**config.mk**
```make
export PLATFORM = sky130hd
export DESIGN_NAME = inst_loader
export DESIGN_NICKNAME = d
export VERILOG_FILES = /design/src/rtl/inst_loader.sv
export SDC_FILE = /design/constraint.sdc
export NUM_CORES = 1
export LEC_CHECK = 0
export BUFFER_PORTS_ARGS = -buffer_cell sky130_fd_sc_hd__clkbuf_2
export CAP_MARGIN = 10
export CORE_MARGIN = 1.5
export CORE_UTILIZATION = 41
export CTS_BUF_LIST = sky130_fd_sc_hd__clkbuf_8
export CTS_CLUSTER_SIZE = 30
export DETAILED_ROUTE_END_ITERATION = 8
export GPL_TIMING_DRIVEN = 0
export SLEW_MARGIN = 20
export SYNTH_ARGS = -nofsm -noshare
export SYNTH_HDL_FRONTEND = slang
export SYNTH_SLANG_ARGS = --single-unit
```
**constraint.sdc**
```tcl
create_clock -name clk -period 2.7 [get_ports clk]
set_input_delay 0.135 -clock clk [delete_from_list [all_inputs] [get_ports clk]]
set_output_delay 0.135 -clock clk [all_outputs]
set_load 0.02 [all_outputs]
```
**src/rtl/inst_loader.sv**
```systemverilog
// Boot-time program loader: parses a framed byte stream, writes big-endian words into
// instruction memory, and releases the core only after the frame checksum matches.
module inst_loader #(
  parameter logic [31:0] BASE_ADDR = 32'h0000_0000,
  parameter int unsigned MAX_WORDS = 256,
  parameter int unsigned TIMEOUT   = 100000
) (
  input  logic        clk,
  input  logic        reset_n,
  input  logic [7:0]  in_data,
  input  logic        in_valid,
  output logic        in_ready,
  output logic        imem_we,
  output logic [31:0] imem_addr,
  output logic [31:0] imem_wdata,
  output logic        cpu_run,
  output logic        done,
  output logic        error
);

  localparam int unsigned CntW = $clog2(TIMEOUT + 1);
  localparam logic [7:0]  SyncByte = 8'hA5;

  typedef enum logic [2:0] {
    StIdle, StLenHi, StLenLo, StData, StCsum, StDone, StErr
  } state_e;

  state_e           state_q, state_d;
  logic [7:0]       len_hi_q, len_hi_d;
  logic [15:0]      n_q, n_d;
  logic [1:0]       byte_idx_q, byte_idx_d;
  logic [15:0]      word_idx_q, word_idx_d;
  logic [7:0]       sum_q, sum_d;
  logic [23:0]      word_q, word_d;
  logic [CntW-1:0]  idle_q, idle_d;
  logic             we_q, we_d;
  logic [31:0]      addr_q, addr_d;
  logic [31:0]      wdata_q, wdata_d;

  logic        accept;
  logic        in_frame;
  logic [15:0] len_full;

  assign in_ready   = (state_q != StDone);
  assign done       = (state_q == StDone);
  assign cpu_run    = (state_q == StDone);
  assign error      = (state_q == StErr);
  assign imem_we    = we_q;
  assign imem_addr  = addr_q;
  assign imem_wdata = wdata_q;

  assign accept   = in_valid & in_ready;
  assign in_frame = (state_q == StLenHi) || (state_q == StLenLo) ||
                    (state_q == StData)  || (state_q == StCsum);
  assign len_full = {len_hi_q, in_data};

  always_comb begin
    state_d    = state_q;
    len_hi_d   = len_hi_q;
    n_d        = n_q;
    byte_idx_d = byte_idx_q;
    word_idx_d = word_idx_q;
    sum_d      = sum_q;
    word_d     = word_q;
    idle_d     = '0;
    we_d       = 1'b0;
    addr_d     = addr_q;
    wdata_d    = wdata_q;

    // Inter-byte watchdog only runs while a frame is in progress.
    if (in_frame && !accept) begin
      idle_d = idle_q + CntW'(1);
      if (idle_d == CntW'(TIMEOUT)) begin
        state_d = StErr;
        idle_d  = '0;
      end
    end

    if (accept) begin
      unique case (state_q)
        StIdle, StErr: begin
          if (in_data == SyncByte) state_d = StLenHi;
        end
        StLenHi: begin
          len_hi_d = in_data;
          state_d  = StLenLo;
        end
        StLenLo: begin
          n_d        = len_full;
          byte_idx_d = '0;
          word_idx_d = '0;
          sum_d      = '0;
          if (32'(len_full) > MAX_WORDS) begin
            state_d = StErr;
          end else if (len_full == 16'd0) begin
            state_d = StCsum;
          end else begin
            state_d = StData;
          end
        end
        StData: begin
          word_d     = {word_q[15:0], in_data};
          sum_d      = sum_q + in_data;
          byte_idx_d = byte_idx_q + 2'd1;
          if (byte_idx_q == 2'd3) begin
            we_d       = 1'b1;
            wdata_d    = {word_q, in_data};
            addr_d     = BASE_ADDR + {14'd0, word_idx_q, 2'b00};
            word_idx_d = word_idx_q + 16'd1;
            if (word_idx_q == n_q - 16'd1) state_d = StCsum;
          end
        end
        StCsum: begin
          state_d = (in_data == sum_q) ? StDone : StErr;
        end
        default: state_d = state_q;
      endcase
    end
  end

  always_ff @(posedge clk or negedge reset_n) begin
    if (!reset_n) begin
      state_q    <= StIdle;
      len_hi_q   <= '0;
      n_q        <= '0;
      byte_idx_q <= '0;
      word_idx_q <= '0;
      sum_q      <= '0;
      word_q     <= '0;
      idle_q     <= '0;
      we_q       <= 1'b0;
      addr_q     <= BASE_ADDR;
      wdata_q    <= '0;
    end else begin
      state_q    <= state_d;
      len_hi_q   <= len_hi_d;
      n_q        <= n_d;
      byte_idx_q <= byte_idx_d;
      word_idx_q <= word_idx_d;
      sum_q      <= sum_d;
      word_q     <= word_d;
      idle_q     <= idle_d;
      we_q       <= we_d;
      addr_q     <= addr_d;
      wdata_q    <= wdata_d;
    end
  end

endmodule
```
==> results.md, run 1 <==
- Run status: finished, final reports clean
- Final worst clock skew: 0.0121 ns
- Critical path's most frequent cell: sky130_fd_sc_hd__or4_4
- Port Buffers: 62
- Later-pin clock latency in the skew report: 0.45 ns
- Maximum fanout along the worst path: 6
- Final-report max-slew violation count: 0
- HPWL after detailed placement: 10700 µm
- Launching element type of the critical path: flip-flop
- Peak supply drop: 0.383 mV
- H-Tree Level Count: 4
- Antenna viol nets, final: 0
- Ratio of final minimum period to clock period: 99.7%
- N_diodes: 0
- DRC violations left: 0
- Clock Path Buffers: 2
- Antenna violations before repair: 0
- Capturing element type of the critical path: flip-flop
- Commonest non-fill, non-tap cells in the layout: sky130_fd_sc_hd__nand2_1, sky130_fd_sc_hd__dfrtp_1, sky130_fd_sc_hd__clkbuf_2, sky130_fd_sc_hd__nor2_1, sky130_fd_sc_hd__xor2_1
- Number of cell rows: 47
- Sink Count: 143
- Number of vias after detailed routing: 5333
- IO Pins: 80
- Final hold vios: 0
- GRT Total Usage: 18.1%
- Core Box Area: 16600 µm²
- Largest net degree at the start of global routing: 83
- Main flop type after synthesis: sky130_fd_sc_hd__dfrtp_1
- Hold depth: 3
- Maximum single-stage delay on the critical path: 0.58 ns
- Worst hold-check slack: 0.0336 ns
- Gpl congestion: 0.792
- Die area: 17700 µm²
- Master of the slowest instance on the critical path: sky130_fd_sc_hd__or4_4
- Final nets: 872
- Worst Reg-to-Reg Cells: 7
- Worst slew margin relative to its limit: 27.6%
- Number of standard cells after synthesis: 751
- Worst-margin pin slew: 1.08 ns
- Mean instance size in the synthesized netlist: 9.25 µm²
- TritonCTS clock tree: built
- Cells traversed along the worst timing path: or4_4 > or4_4 > mux2_4 > o21ai_4 > nand3_2 > nor4b_4 > o211ai_1
- Critical path class: reg2reg
- Count of final setup violators: 0
- Register bit count reported by yosys: 143
- Wire length of the first global-routing pass: 25400 µm
- Synth warn: 0
- Post-route insts no fill: 1082
- Post-synth EDFFs: 0
- Effective utilization at floorplan: 41.9%
- Cell area after technology mapping: 6940 µm²
- Reported max-cap violation count: 0
- Vias in the first global route: 4917
- Clk Tree Root Cell: sky130_fd_sc_hd__clkbuf_8
- Data arrival time of the critical path: 3.02 ns
- Ratio of total power to cell area: 902 nW/µm²
- Layout Area Growth over Synthesis: 16.3%
- Routed vias/inst: 4.93
- Total wire length: 15300 µm
- Number of iterations in the first detailed-routing pass: 4
- Highest achievable clock rate: 371 MHz
- Vert. Die Dim: 133 µm
- Setup repair after global routing missed its margin: yes
- Netlist cell types: 59
- Number of DRC markers after the initial detailed-route iteration: 328
- Number of instances in the placed design: 1049
- Most common library cell in the layout ignoring fill and taps: sky130_fd_sc_hd__nand2_1
- Sequential cell area fraction in the yosys report: 51.5%
- Hold/Removal Path Class: in2reg
- DR WL/cell: 14.1 µm
- TritonCTS buffer count: 17
- Async set-or-reset flop fraction in the synthesized netlist: 100%
- Clock-pin slew of the registers on the worst-case setup and hold paths: 0.08 ns
- Total leakage power: 4.02 nW
- CP required: 3.03 ns
- Leftover overflow at the end of global routing: 0
- Min Clock Period, post-route: 2.69 ns
- Fraction of layout instances using a drive strength above 1: 18.8%
- Die Span X: 133 µm
==> worst paths after layout <==
check	start	to	slack [ns]
hold reg to reg	word_q[21]$_DFFE_PN0P_	imem_wdata[29]$_DFFE_PN0P_	0.48
max in group asynchronous	reset_n	n_q[4]$_DFFE_PN0P_	1.65
hold / removal	in_valid	state_q[1]$_DFFE_PN0P_	0.03
setup reg to reg	n_q[6]$_DFFE_PN0P_	state_q[1]$_DFFE_PN0P_	0.007
setup / recovery	n_q[6]$_DFFE_PN0P_	state_q[1]$_DFFE_PN0P_	0.007
min in group asynchronous	reset_n	imem_wdata[27]$_DFFE_PN0P_	0.29
==> Yosys cell counts, types with 4 or more instances <==
| cell | number | area share [%] |
|---|---|---|
| sky130_fd_sc_hd__dfrtp_1 | 143 | 52 |
| sky130_fd_sc_hd__o21ai_0 | 17 | 1.2 |
| sky130_fd_sc_hd__xnor2_1 | 21 | 2.6 |
| sky130_fd_sc_hd__ha_1 | 11 | 2.0 |
| sky130_fd_sc_hd__or3_1 | 5 | 0.45 |
| sky130_fd_sc_hd__inv_1 | 9 | 0.49 |
| sky130_fd_sc_hd__nor4_1 | 13 | 1.2 |
| sky130_fd_sc_hd__nor2_1 | 47 | 2.5 |
| sky130_fd_sc_hd__buf_4 | 17 | 1.8 |
| sky130_fd_sc_hd__xor2_1 | 33 | 4.2 |
| sky130_fd_sc_hd__mux2_2 | 23 | 3.7 |
| sky130_fd_sc_hd__a21oi_1 | 14 | 1.0 |
| sky130_fd_sc_hd__nand2_1 | 243 | 13 |
| sky130_fd_sc_hd__clkbuf_1 | 31 | 1.7 |
| sky130_fd_sc_hd__a21o_1 | 4 | 0.43 |
| sky130_fd_sc_hd__nand4_1 | 15 | 1.4 |
| sky130_fd_sc_hd__and3_1 | 7 | 0.63 |
| sky130_fd_sc_hd__nand3_1 | 24 | 1.7 |
| sky130_fd_sc_hd__nand2b_1 | 5 | 0.45 |
| sky130_fd_sc_hd__nor3_1 | 9 | 0.65 |
==> power by group <==
group          total [mW]  internal, mW  leakage (nW)  switching (mW)
combinational        2.47          1.04          1.95            1.44
clock                1.58         0.665         0.180           0.911
sequential           3.23          2.73          1.90           0.500
total                7.28          4.44          4.02            2.85
==> stage by stage <==
stage	setup slack (ns)	setup TNS [ns]	util (%)	total power, mW	cell area [µm²]
floorplan	0.159	0	-	4.94	7000
global placement	-0.959	-135.58	45.7	5.59	7590
detailed placement	-0.133	-0.177	46.0	5.64	7620
CTS	0.00716	0	48.3	7.25	8010
global route	-0.0706	-0.0746	48.7	7.81	8080
finish	0.00744	0	48.7	7.28	8080
==> kinds of logic after synthesis <==
logic type	after synthesis	synth area share, %
mux	27	4.38
simple gates	389	24.6
compound gates	63	5.93
other cells	1	0.0540
flops	143	51.5
xor+xnor	54	6.81
fa+ha+maj	12	2.27
buf+inv	62	4.40
==> registers in the layout, summed over array words and instances (netlist names) <==
signal and cells:
byte_idx_q 2, idle_q 17, imem_addr 16, imem_wdata 32, imem_we 1, len_hi_q 8, n_q 16, state_q 3
sum_q 8, word_idx_q 16, word_q 24
==> metal layers <==
metal / track usage (%) / part of all wire [%] / vias up
li1: - / - / 2679
met2: 27.0 / 45 / 105
met3: 3.92 / 4.0 / 10
met5: 0 / 0 / -
met1: 26.0 / 50 / 2539
met4: 6.88 / 1.3 / 0
==> worst max-delay path: cells and delay by family (launching register included) <==
family / cells / cell delay, ns
AND/OR/NAND/NOR: 4 / 1.54
flip-flops: 1 / 0.43
multiplexers: 1 / 0.28
AO/OA/AOI/OAI: 2 / 0.31
==> final cells by class <==
class / instances / area (µm²)
Fill cell: 1633 / 8510
Sequential cell: 143 / 3580
Multi-Input combinational cell: 561 / 3180
Timing Repair Buffer: 67 / 379
Tap cell: 220 / 275
Buffer: 48 / 255
Clock buffer: 17 / 234
Clock inverter: 15 / 128
Inverter: 11 / 41.3
==> timing repair <==
action	4_1_cts	5_1_grt
setup endpoints to repair	10	17
hold buffers	1	0
endpoints found under the hold margin	81	0
setup buffers	0	3
pin swaps	2	5
resized for setup	3	12
No activity file was read; power rests on OpenSTA's default activity.
==> inputs of run 2 (changes only) <==
--- a/config.mk
+++ b/config.mk
@@ -5,6 +5,7 @@
 export SDC_FILE = /design/constraint.sdc
 export NUM_CORES = 1
 export LEC_CHECK = 0
+export ABC_AREA = 1
 export BUFFER_PORTS_ARGS = -buffer_cell sky130_fd_sc_hd__clkbuf_2
 export CAP_MARGIN = 10
 export CORE_MARGIN = 1.5
@@ -13,6 +14,8 @@
 export CTS_CLUSTER_SIZE = 30
 export DETAILED_ROUTE_END_ITERATION = 8
 export GPL_TIMING_DRIVEN = 0
+export HOLD_SLACK_MARGIN = 0.15
+export MAX_ROUTING_LAYER = met4
 export SLEW_MARGIN = 20
 export SYNTH_ARGS = -nofsm -noshare
 export SYNTH_HDL_FRONTEND = slang
==> run 2 against run 1 <==
  * Sequential cell count unchanged
  * Critical endpoint is now state_q[2]$_DFFE_PN0P_
  * Non-clock buffer count down 2
  * Synthesized cell count up 18%
  * Via count up 12%
  * Maximum frequency up 16%
  * Hold slack better by 0.26 ns
  * First-iteration DRC count down 1.5%
  * Global-route usage up 2.3 points
  * Area after synthesis up 2.0%
  * Count of clock-buffer cells in the layout up 1
  * Design area up 2.5%
  * Combinational power up 31%
==> results.md, run 2 <==
- Cell types with the largest area share after synthesis: sky130_fd_sc_hd__dfrtp_1, sky130_fd_sc_hd__nand2_1, sky130_fd_sc_hd__inv_1 (was sky130_fd_sc_hd__dfrtp_1, sky130_fd_sc_hd__nand2_1, sky130_fd_sc_hd__xor2_1)
- Commonest non-fill, non-tap cells in the layout: sky130_fd_sc_hd__nand2_1, sky130_fd_sc_hd__dfrtp_1, sky130_fd_sc_hd__inv_1, sky130_fd_sc_hd__nor2_1, sky130_fd_sc_hd__o21ai_0 (was sky130_fd_sc_hd__nand2_1, sky130_fd_sc_hd__dfrtp_1, sky130_fd_sc_hd__clkbuf_2, sky130_fd_sc_hd__nor2_1, sky130_fd_sc_hd__xor2_1)
- Worst-margin pin slew: 0.669 ns (was 1.08 ns)
- Critical path class: reg2reg (unchanged)
- Register bit count reported by yosys: 143 (unchanged)
- Count of final setup violators: 0 (unchanged)
- Later-pin clock latency in the skew report: 0.46 ns (was 0.45 ns)
- Maximum single-stage delay on the critical path: 0.42 ns (was 0.58 ns)
- Setup slack at placement: 0.381 ns (was -0.133 ns)
- Power, Total: 8.49 mW (was 7.28 mW)
- Synth warn: 0 (unchanged)
- Post-synth EDFFs: 0 (unchanged)
- Reported max-cap violation count: 0 (unchanged)
- Clk Tree Root Cell: sky130_fd_sc_hd__clkbuf_8 (unchanged)
- Xor and xnor fraction of the mapped netlist area: 1.98% (was 6.81%)
- Routed vias/inst: 4.85 (was 4.93)
- Min Clock Period, post-route: 2.32 ns (was 2.69 ns)
- Main flop type after synthesis: sky130_fd_sc_hd__dfrtp_1 (unchanged)
- Final worst clock skew: 0.0142 ns (was 0.0121 ns)
- Async set-or-reset flop fraction in the synthesized netlist: 100% (unchanged)
- Number of instances in the placed design: 1185 (was 1049)
- Worst hold-check slack: 0.296 ns (was 0.0336 ns)
- Number of iterations in the first detailed-routing pass: 5 (was 4)
- Share of the synthesized area in the top cell type: 50.5% (was 51.5%)
- Final-report max-slew violation count: 0 (unchanged)
- Number of standard cells after synthesis: 886 (was 751)
- CP required: 3.06 ns (was 3.03 ns)
- Number of cell rows: 47 (unchanged)
- Most common library cell in the layout ignoring fill and taps: sky130_fd_sc_hd__nand2_1 (unchanged)
- Main combinational cell family by area after synthesis: simple AND/OR/NAND/NOR gates (unchanged)
- Mean instance size in the synthesized netlist: 7.99 µm² (was 9.25 µm²)
- Master of the slowest instance on the critical path: sky130_fd_sc_hd__dfrtp_1 (was sky130_fd_sc_hd__or4_4)
- H-Tree Level Count: 4 (unchanged)
- Antenna violations before repair: 0 (unchanged)
- Simple-gate area share of the yosys netlist: 24.9% (was 24.6%)
- Clock-pin slew of the registers on the worst-case setup and hold paths: 0.09 ns (was 0.08 ns)
- Ratio of total power to cell area: 1030 nW/µm² (was 902 nW/µm²)
- Placement Cell Area: 7770 µm² (was 7620 µm²)
- Ratio of final minimum period to clock period: 86.0% (was 99.7%)
- Leftover overflow at the end of global routing: 0 (unchanged)
- Antenna viol nets, final: 0 (unchanged)
- Wire length of the first global-routing pass: 28200 µm (was 25400 µm)
- Number of vias after detailed routing: 5951 (was 5333)
- Netlist cell types: 39 (was 59)
- Mux contribution to synthesized area: 0% (was 4.38%)
- IO Pins: 80 (unchanged)
- DR WL/cell: 13.7 µm (was 14.1 µm)
- TritonCTS buffer count: 17 (unchanged)
- Core Box Area: 16700 µm² (was 16600 µm²)
- Design Area, Final: 8280 µm² (was 8080 µm²)
- Peak supply drop: 0.521 mV (was 0.383 mV)
- Total leakage power: 4.06 nW (was 4.02 nW)
- Run status: finished, final reports clean (unchanged)
- Hold/Removal Path Class: in2async (was in2reg)
- Final design utilization: 49.6% (was 48.7%)
- Cells traversed along the worst timing path: inv_1 > ha_1 > nand2_1 > nor2_1 > nand3_1 > nand2_1 > nand2_1 > nand2_1 > inv_1 > nand3_1 > nor2_1 > o21bai_1 > nand3_1 > nand2_1 > nand2_1 (was or4_4 > or4_4 > mux2_4 > o21ai_4 > nand3_2 > nor4b_4 > o211ai_1)
- Fill count: 1687 (was 1633)
- Setup repair after global routing missed its margin: no (was yes)
- Vert. Die Dim: 134 µm (was 133 µm)
- HPWL after detailed placement: 12500 µm (was 10700 µm)
- Layout Area Growth over Synthesis: 16.9% (was 16.3%)
- Vias in the first global route: 5604 (was 4917)
- Biggest area consumer among synthesized cells: sky130_fd_sc_hd__dfrtp_1 (unchanged)
- Gpl congestion: 0.938 (was 0.792)
- Final nets: 1017 (was 872)
- Sink Count: 143 (unchanged)
- TritonCTS clock tree: built (unchanged)
- Data arrival time of the critical path: 2.68 ns (was 3.02 ns)
- N_diodes: 0 (unchanged)
- Port Buffers: 63 (was 62)
- Number of DRC markers after the initial detailed-route iteration: 323 (was 328)
- Critical path's most frequent cell: sky130_fd_sc_hd__nand2_1 (was sky130_fd_sc_hd__or4_4)
- Complex-gate fraction of the synthesized area: 11.9% (was 5.93%)
- Final hold vios: 0 (unchanged)
- Fraction of the mapped netlist area in adder cells: 2.23% (was 2.27%)
- Effective utilization at floorplan: 42.4% (was 41.9%)
- Capturing element type of the critical path: flip-flop (unchanged)
- Highest achievable clock rate: 431 MHz (was 371 MHz)
- Largest net degree at the start of global routing: 83 (unchanged)
- Total wire length: 16800 µm (was 15300 µm)
- Fraction of layout instances using a drive strength above 1: 14.1% (was 18.8%)
- Post-route insts no fill: 1226 (was 1082)
- DRC violations left: 0 (unchanged)
- GRT Total Usage: 20.4% (was 18.1%)
- Sequential cell area fraction in the yosys report: 50.5% (was 51.5%)
- Maximum fanout along the worst path: 6 (unchanged)
- Cell area after technology mapping: 7080 µm² (was 6940 µm²)
- Post-route worst setup slack: 0.378 ns (was 0.00744 ns)
- Die area: 18100 µm² (was 17700 µm²)
- Die Span X: 134 µm (was 133 µm)
- Post-CTS sizing: 0 (was 3)
- Setup slack, reg-to-reg: 0.38 ns (was 0.007 ns)
- Launching element type of the critical path: flip-flop (unchanged)
- Cell types with the highest counts after synthesis: sky130_fd_sc_hd__nand2_1, sky130_fd_sc_hd__dfrtp_1, sky130_fd_sc_hd__inv_1 (was sky130_fd_sc_hd__nand2_1, sky130_fd_sc_hd__dfrtp_1, sky130_fd_sc_hd__nor2_1)
- Most numerous cell in the Yosys netlist: sky130_fd_sc_hd__nand2_1 (unchanged)
- Worst slew margin relative to its limit: 55.4% (was 27.6%)
- Final TNS setup: 0 ns (unchanged)
- Number of flip-flops under the largest register name: 32 (unchanged)
- Clock Path Buffers: 2 (unchanged)
[run 2: area by class of cell]
cell class,instances,area (µm²),share of cell area (%)
repair buffers,74,452,5.46
flip-flops and latches,143,3580,43.2
clock inverters,13,164,1.98
clock buffers,18,248,2.99
plain buffers,39,228,2.75
well taps,220,275,3.33
multi-input cells,621,2970,35.8
inverters,98,368,4.44
[run 2: cell families after synthesis]
kind of cell,Yosys count
AO/OA/AOI/OAI,156
AND/OR/NAND/NOR,421
flip-flops,143
XOR/XNOR,16
adder cells (fa/ha/maj),12
buffers and inverters,137
other,1
[run 2: power by group]
part / internal (mW) / total [mW] / leakage, nW / switching, mW
registers: 2.92 / 3.46 / 1.82 / 0.540
clock network: 0.935 / 1.80 / 0.199 / 0.861
logic: 1.12 / 3.23 / 2.04 / 2.11
[run 2: timing repair]
action / CTS / global route
hold buffers: 10 / 0
hold endpoints to repair: 116 / 0
buffers inserted: 0 / 0
[run 2: path summary, 6_finish.rpt]
check                                 startpoint  cells past startpoint                     end
setup / recovery              n_q[0]$_DFFE_PN0P_                     15  state_q[2]$_DFFE_PN0P_
hold / removal                           reset_n                      2     idle_q[2]$_DFF_PN0_
setup reg to reg              n_q[0]$_DFFE_PN0P_                     15  state_q[2]$_DFFE_PN0P_
hold reg to reg            word_q[9]$_DFFE_PN0P_                      2  word_q[17]$_DFFE_PN0P_
max in group asynchronous                reset_n                      3     n_q[14]$_DFFE_PN0P_
min in group clk           word_q[9]$_DFFE_PN0P_                      2  word_q[17]$_DFFE_PN0P_
[run 2: metal layers]
| metal | vias to the layer above | track usage (%) | routed length [µm] | share of wire [%] |
|---|---|---|---|---|
| met1 | 2775 | 29.0 | 8330 | 50 |
| met2 | 120 | 29.6 | 7390 | 44 |
| met4 | 0 | 6.21 | 261 | 1.6 |
| met3 | 23 | 4.08 | 822 | 4.9 |
| li1 | 3033 | - | - | - |
| met5 | - | - | 0 | 0 |
[run 2: worst max-delay path, delay by kind of cell, from the launching register on]
family / cells / cell delay, ns
flip-flops: 1 / 0.42
AND/OR/NAND/NOR: 11 / 1.14
adder cells (fa/ha/maj): 1 / 0.29
buffers and inverters: 2 / 0.20
AO/OA/AOI/OAI: 1 / 0.17
==> inputs of run 3 (changes only) <==
--- a/config.mk
+++ b/config.mk
@@ -8,6 +8,7 @@
 export ABC_AREA = 1
 export BUFFER_PORTS_ARGS = -buffer_cell sky130_fd_sc_hd__clkbuf_2
 export CAP_MARGIN = 10
+export CORE_ASPECT_RATIO = 1.5
 export CORE_MARGIN = 1.5
 export CORE_UTILIZATION = 41
 export CTS_BUF_LIST = sky130_fd_sc_hd__clkbuf_8
@@ -16,6 +17,7 @@
 export GPL_TIMING_DRIVEN = 0
 export HOLD_SLACK_MARGIN = 0.15
 export MAX_ROUTING_LAYER = met4
+export RECOVER_POWER = 25
 export SLEW_MARGIN = 20
 export SYNTH_ARGS = -nofsm -noshare
 export SYNTH_HDL_FRONTEND = slang
==> run 3 against run 2 <==
  * Largest power group unchanged
  * The flow now finishes with violations (capacitance limit, slew limit)
  * Clock power rose by 10%
  * Critical path type unchanged
  * Core utilization fell by 0.39 points
  * Maximum frequency fell by 0.22%
==> results.md, run 3 (synthesized netlist as in run 2, its figures left out) <==
- Run status: finished with violations (was finished, final reports clean)
- Violations in the final reports: capacitance limit, slew limit
- Ratio of final minimum period to clock period: 86.2% (was 86.0%)
- Final nets: 1017 (unchanged)
- Clock-pin slew of the registers on the worst-case setup and hold paths: 0.09 ns (about the same)
- Number of vias after detailed routing: 5928 (was 5951)
- Effective utilization at floorplan: 42.1% (was 42.4%)
- H-Tree Level Count: 4 (unchanged)
- Number of cell rows: 58 (was 47)
- Reported max-cap violation count: 1 (was 0)
- Routed vias/inst: 4.87 (was 4.85)
- Setup fix buffers added after clock tree synthesis: 0 (unchanged)
- Die area: 18100 µm² (about the same)
- Ratio of total power to cell area: 1050 nW/µm² (was 1030 nW/µm²)
- Wire length of the first global-routing pass: 29800 µm (was 28200 µm)
- HPWL after detailed placement: 13300 µm (was 12500 µm)
- Port Buffers: 63 (unchanged)
- Vias in the first global route: 6066 (was 5604)
- Vert. Die Dim: 164 µm (was 134 µm)
- Post-CTS sizing: 0 (unchanged)
- GRT Total Usage: 22.3% (was 20.4%)
- Commonest non-fill, non-tap cells in the layout: sky130_fd_sc_hd__nand2_1, sky130_fd_sc_hd__dfrtp_1, sky130_fd_sc_hd__inv_1, sky130_fd_sc_hd__nor2_1, sky130_fd_sc_hd__o21ai_0 (unchanged)
- Setup repair after global routing missed its margin: no (unchanged)
- Final TNS setup: 0 ns (unchanged)
- Multi-input combinational cell area: 2970 µm² (unchanged)
- Min Clock Period, post-route: 2.33 ns (was 2.32 ns)
- Footprint of the flip-flops and latches: 3580 µm² (unchanged)
- IO Pins: 80 (unchanged)
- Final design utilization: 49.2% (was 49.6%)
- Worst hold-check slack: 0.492 ns (was 0.296 ns)
- Launching element type of the critical path: flip-flop (unchanged)
- Number of flip-flops under the largest register name: 32 (unchanged)
- Start point of the critical path: n_q[0]$_DFFE_PN0P_ (unchanged)
- Final-report max-slew violation count: 73 (was 0)
- Antenna viol nets, final: 0 (unchanged)
- Count of final setup violators: 0 (unchanged)
- Highest achievable clock rate: 430 MHz (was 431 MHz)
- DRC violations left: 0 (unchanged)
- Most common library cell in the layout ignoring fill and taps: sky130_fd_sc_hd__nand2_1 (unchanged)
- Total wire length: 17800 µm (was 16800 µm)
- Clk Tree Root Cell: sky130_fd_sc_hd__clkbuf_8 (unchanged)
- Number of iterations in the first detailed-routing pass: 4 (was 5)
- Startpoint of the worst hold path: imem_addr[16]$_DFFE_PN0P_
- CP required: 3.05 ns (was 3.06 ns)
- Later-pin clock latency in the skew report: 0.46 ns (about the same)
- Leftover overflow at the end of global routing: 0 (unchanged)
- Final worst clock skew: 0.0112 ns (was 0.0142 ns)
- Core Box Area: 16800 µm² (was 16700 µm²)
- Critical path's most frequent cell: sky130_fd_sc_hd__nand2_1 (unchanged)
- Critical path class: reg2reg (unchanged)
- N_diodes: 0 (unchanged)
- Post-route insts no fill: 1217 (was 1226)
- TritonCTS buffer count: 17 (unchanged)
- TritonCTS clock tree: built (unchanged)
- Maximum single-stage delay on the critical path: 0.42 ns (about the same)
- Master of the slowest instance on the critical path: sky130_fd_sc_hd__dfrtp_1 (unchanged)
- Maximum fanout along the worst path: 6 (unchanged)
- Gpl congestion: 0.894 (was 0.938)
- Final hold vios: 0 (unchanged)
- Worst-margin pin slew: 1.78 ns (was 0.669 ns)
- Capturing element type of the critical path: flip-flop (unchanged)
- DR WL/cell: 14.6 µm (was 13.7 µm)
- Fraction of layout instances using a drive strength above 1: 14.1% (about the same)
- Worst slew margin relative to its limit: -18.7% (was 55.4%)
- Peak supply drop: 0.573 mV (was 0.521 mV)
- Number of instances in the placed design: 1175 (was 1185)
- FF-to-FF Start: n_q[0]$_DFFE_PN0P_ (unchanged)
- Clock Path Buffers: 2 (unchanged)
- Total leakage power: 4.07 nW (was 4.06 nW)
- Hold/Removal Path Class: reg2reg (was in2async)
- Largest net degree at the start of global routing: 73 (was 83)
- Number of DRC markers after the initial detailed-route iteration: 321 (was 323)
- Cells traversed along the worst timing path: inv_1 > ha_1 > nand2_1 > nor2_1 > nand2_1 > nand3_1 > nand2_1 > nor2_1 > nand3_1 > o21ai_1 > nand2_1 > nand3_1 > nand2_1 (was inv_1 > ha_1 > nand2_1 > nor2_1 > nand3_1 > nand2_1 > nand2_1 > nand2_1 > inv_1 > nand3_1 > nor2_1 > o21bai_1 > nand3_1 > nand2_1 > nand2_1)
- Data arrival time of the critical path: 2.67 ns (was 2.68 ns)
- Antenna violations before repair: 0 (unchanged)
- Die Span X: 110 µm (was 134 µm)
- Sink Count: 143 (unchanged)
- Layout Area Growth over Synthesis: 16.9% (about the same)
- Fill count: 1703 (was 1687)
==> run 3: cell count changes in the layout (fill, tap and decap cells not counted), sizes merged <==
cell,before,now
clkbuf,91,90
inv,101,107
clkinvlp,4,2
clkinv,3,0
bufinv,3,4
==> run 3: final timing paths <==
kind                                              to  slack [ns]  depth (start not counted)
setup reg to reg              state_q[0]$_DFFE_PN0P_        0.37                         13
min in group asynchronous  imem_addr[10]$_DFFE_PN0P_        0.69                          2
hold / removal             imem_addr[16]$_DFFE_PN0P_        0.49                          2
hold reg to reg            imem_addr[16]$_DFFE_PN0P_        0.49                          2
max in group asynchronous        idle_q[5]$_DFF_PN0_        0.54                          3
setup / recovery              state_q[0]$_DFFE_PN0P_        0.37                         13
==> run 3: layer usage <==
metal  GRT usage, %  up-vias  wire length, µm
met3           4.44       30              518
met5              -        -                0
met1           25.0     2775             7300
li1               -     3024                -
met4           8.39        0              428
met2           38.6       99             9530
==> run 3: through the flow <==
stage	power (mW)	worst slack, ns	instance area [µm²]
after floorplan	5.70	0.833	7140
after global placement	6.72	-1.03	7720
after detailed placement	6.78	0.361	7750
after CTS	8.80	0.344	8310
after global routing	9.38	0.0840	8280
final	8.69	0.373	8280
==> run 3: what timing repair did <==
item                       CTS  global route
hold endpoints to repair   106             0
setup endpoints to repair    0             0
hold buffers                10             0
==> run 3: worst max-delay path, delay by kind of cell (launching register included) <==
kind / cells / cell delay (ns)
buf+inv: 1 / 0.16
fa+ha+maj: 1 / 0.29
flops: 1 / 0.42
simple gates: 10 / 1.12
compound gates: 1 / 0.22
==> run 3: where the power goes <==
group	internal [mW]	total (mW)	switching (mW)
Sequential	2.92	3.48	0.554
Combinational	1.11	3.24	2.13
Clock	1.04	1.98	0.940
Total	5.07	8.69	3.62
==> run 3: cell type report <==
cell class              instances  area share (%)
flip-flops and latches        143            43.2
inverters                      98            4.44
clock inverters                15            2.64
clock buffers                  17            2.83
repair buffers                 74            5.12
well taps                     210            3.17
multi-input cells             621            35.8
plain buffers                  39            2.75
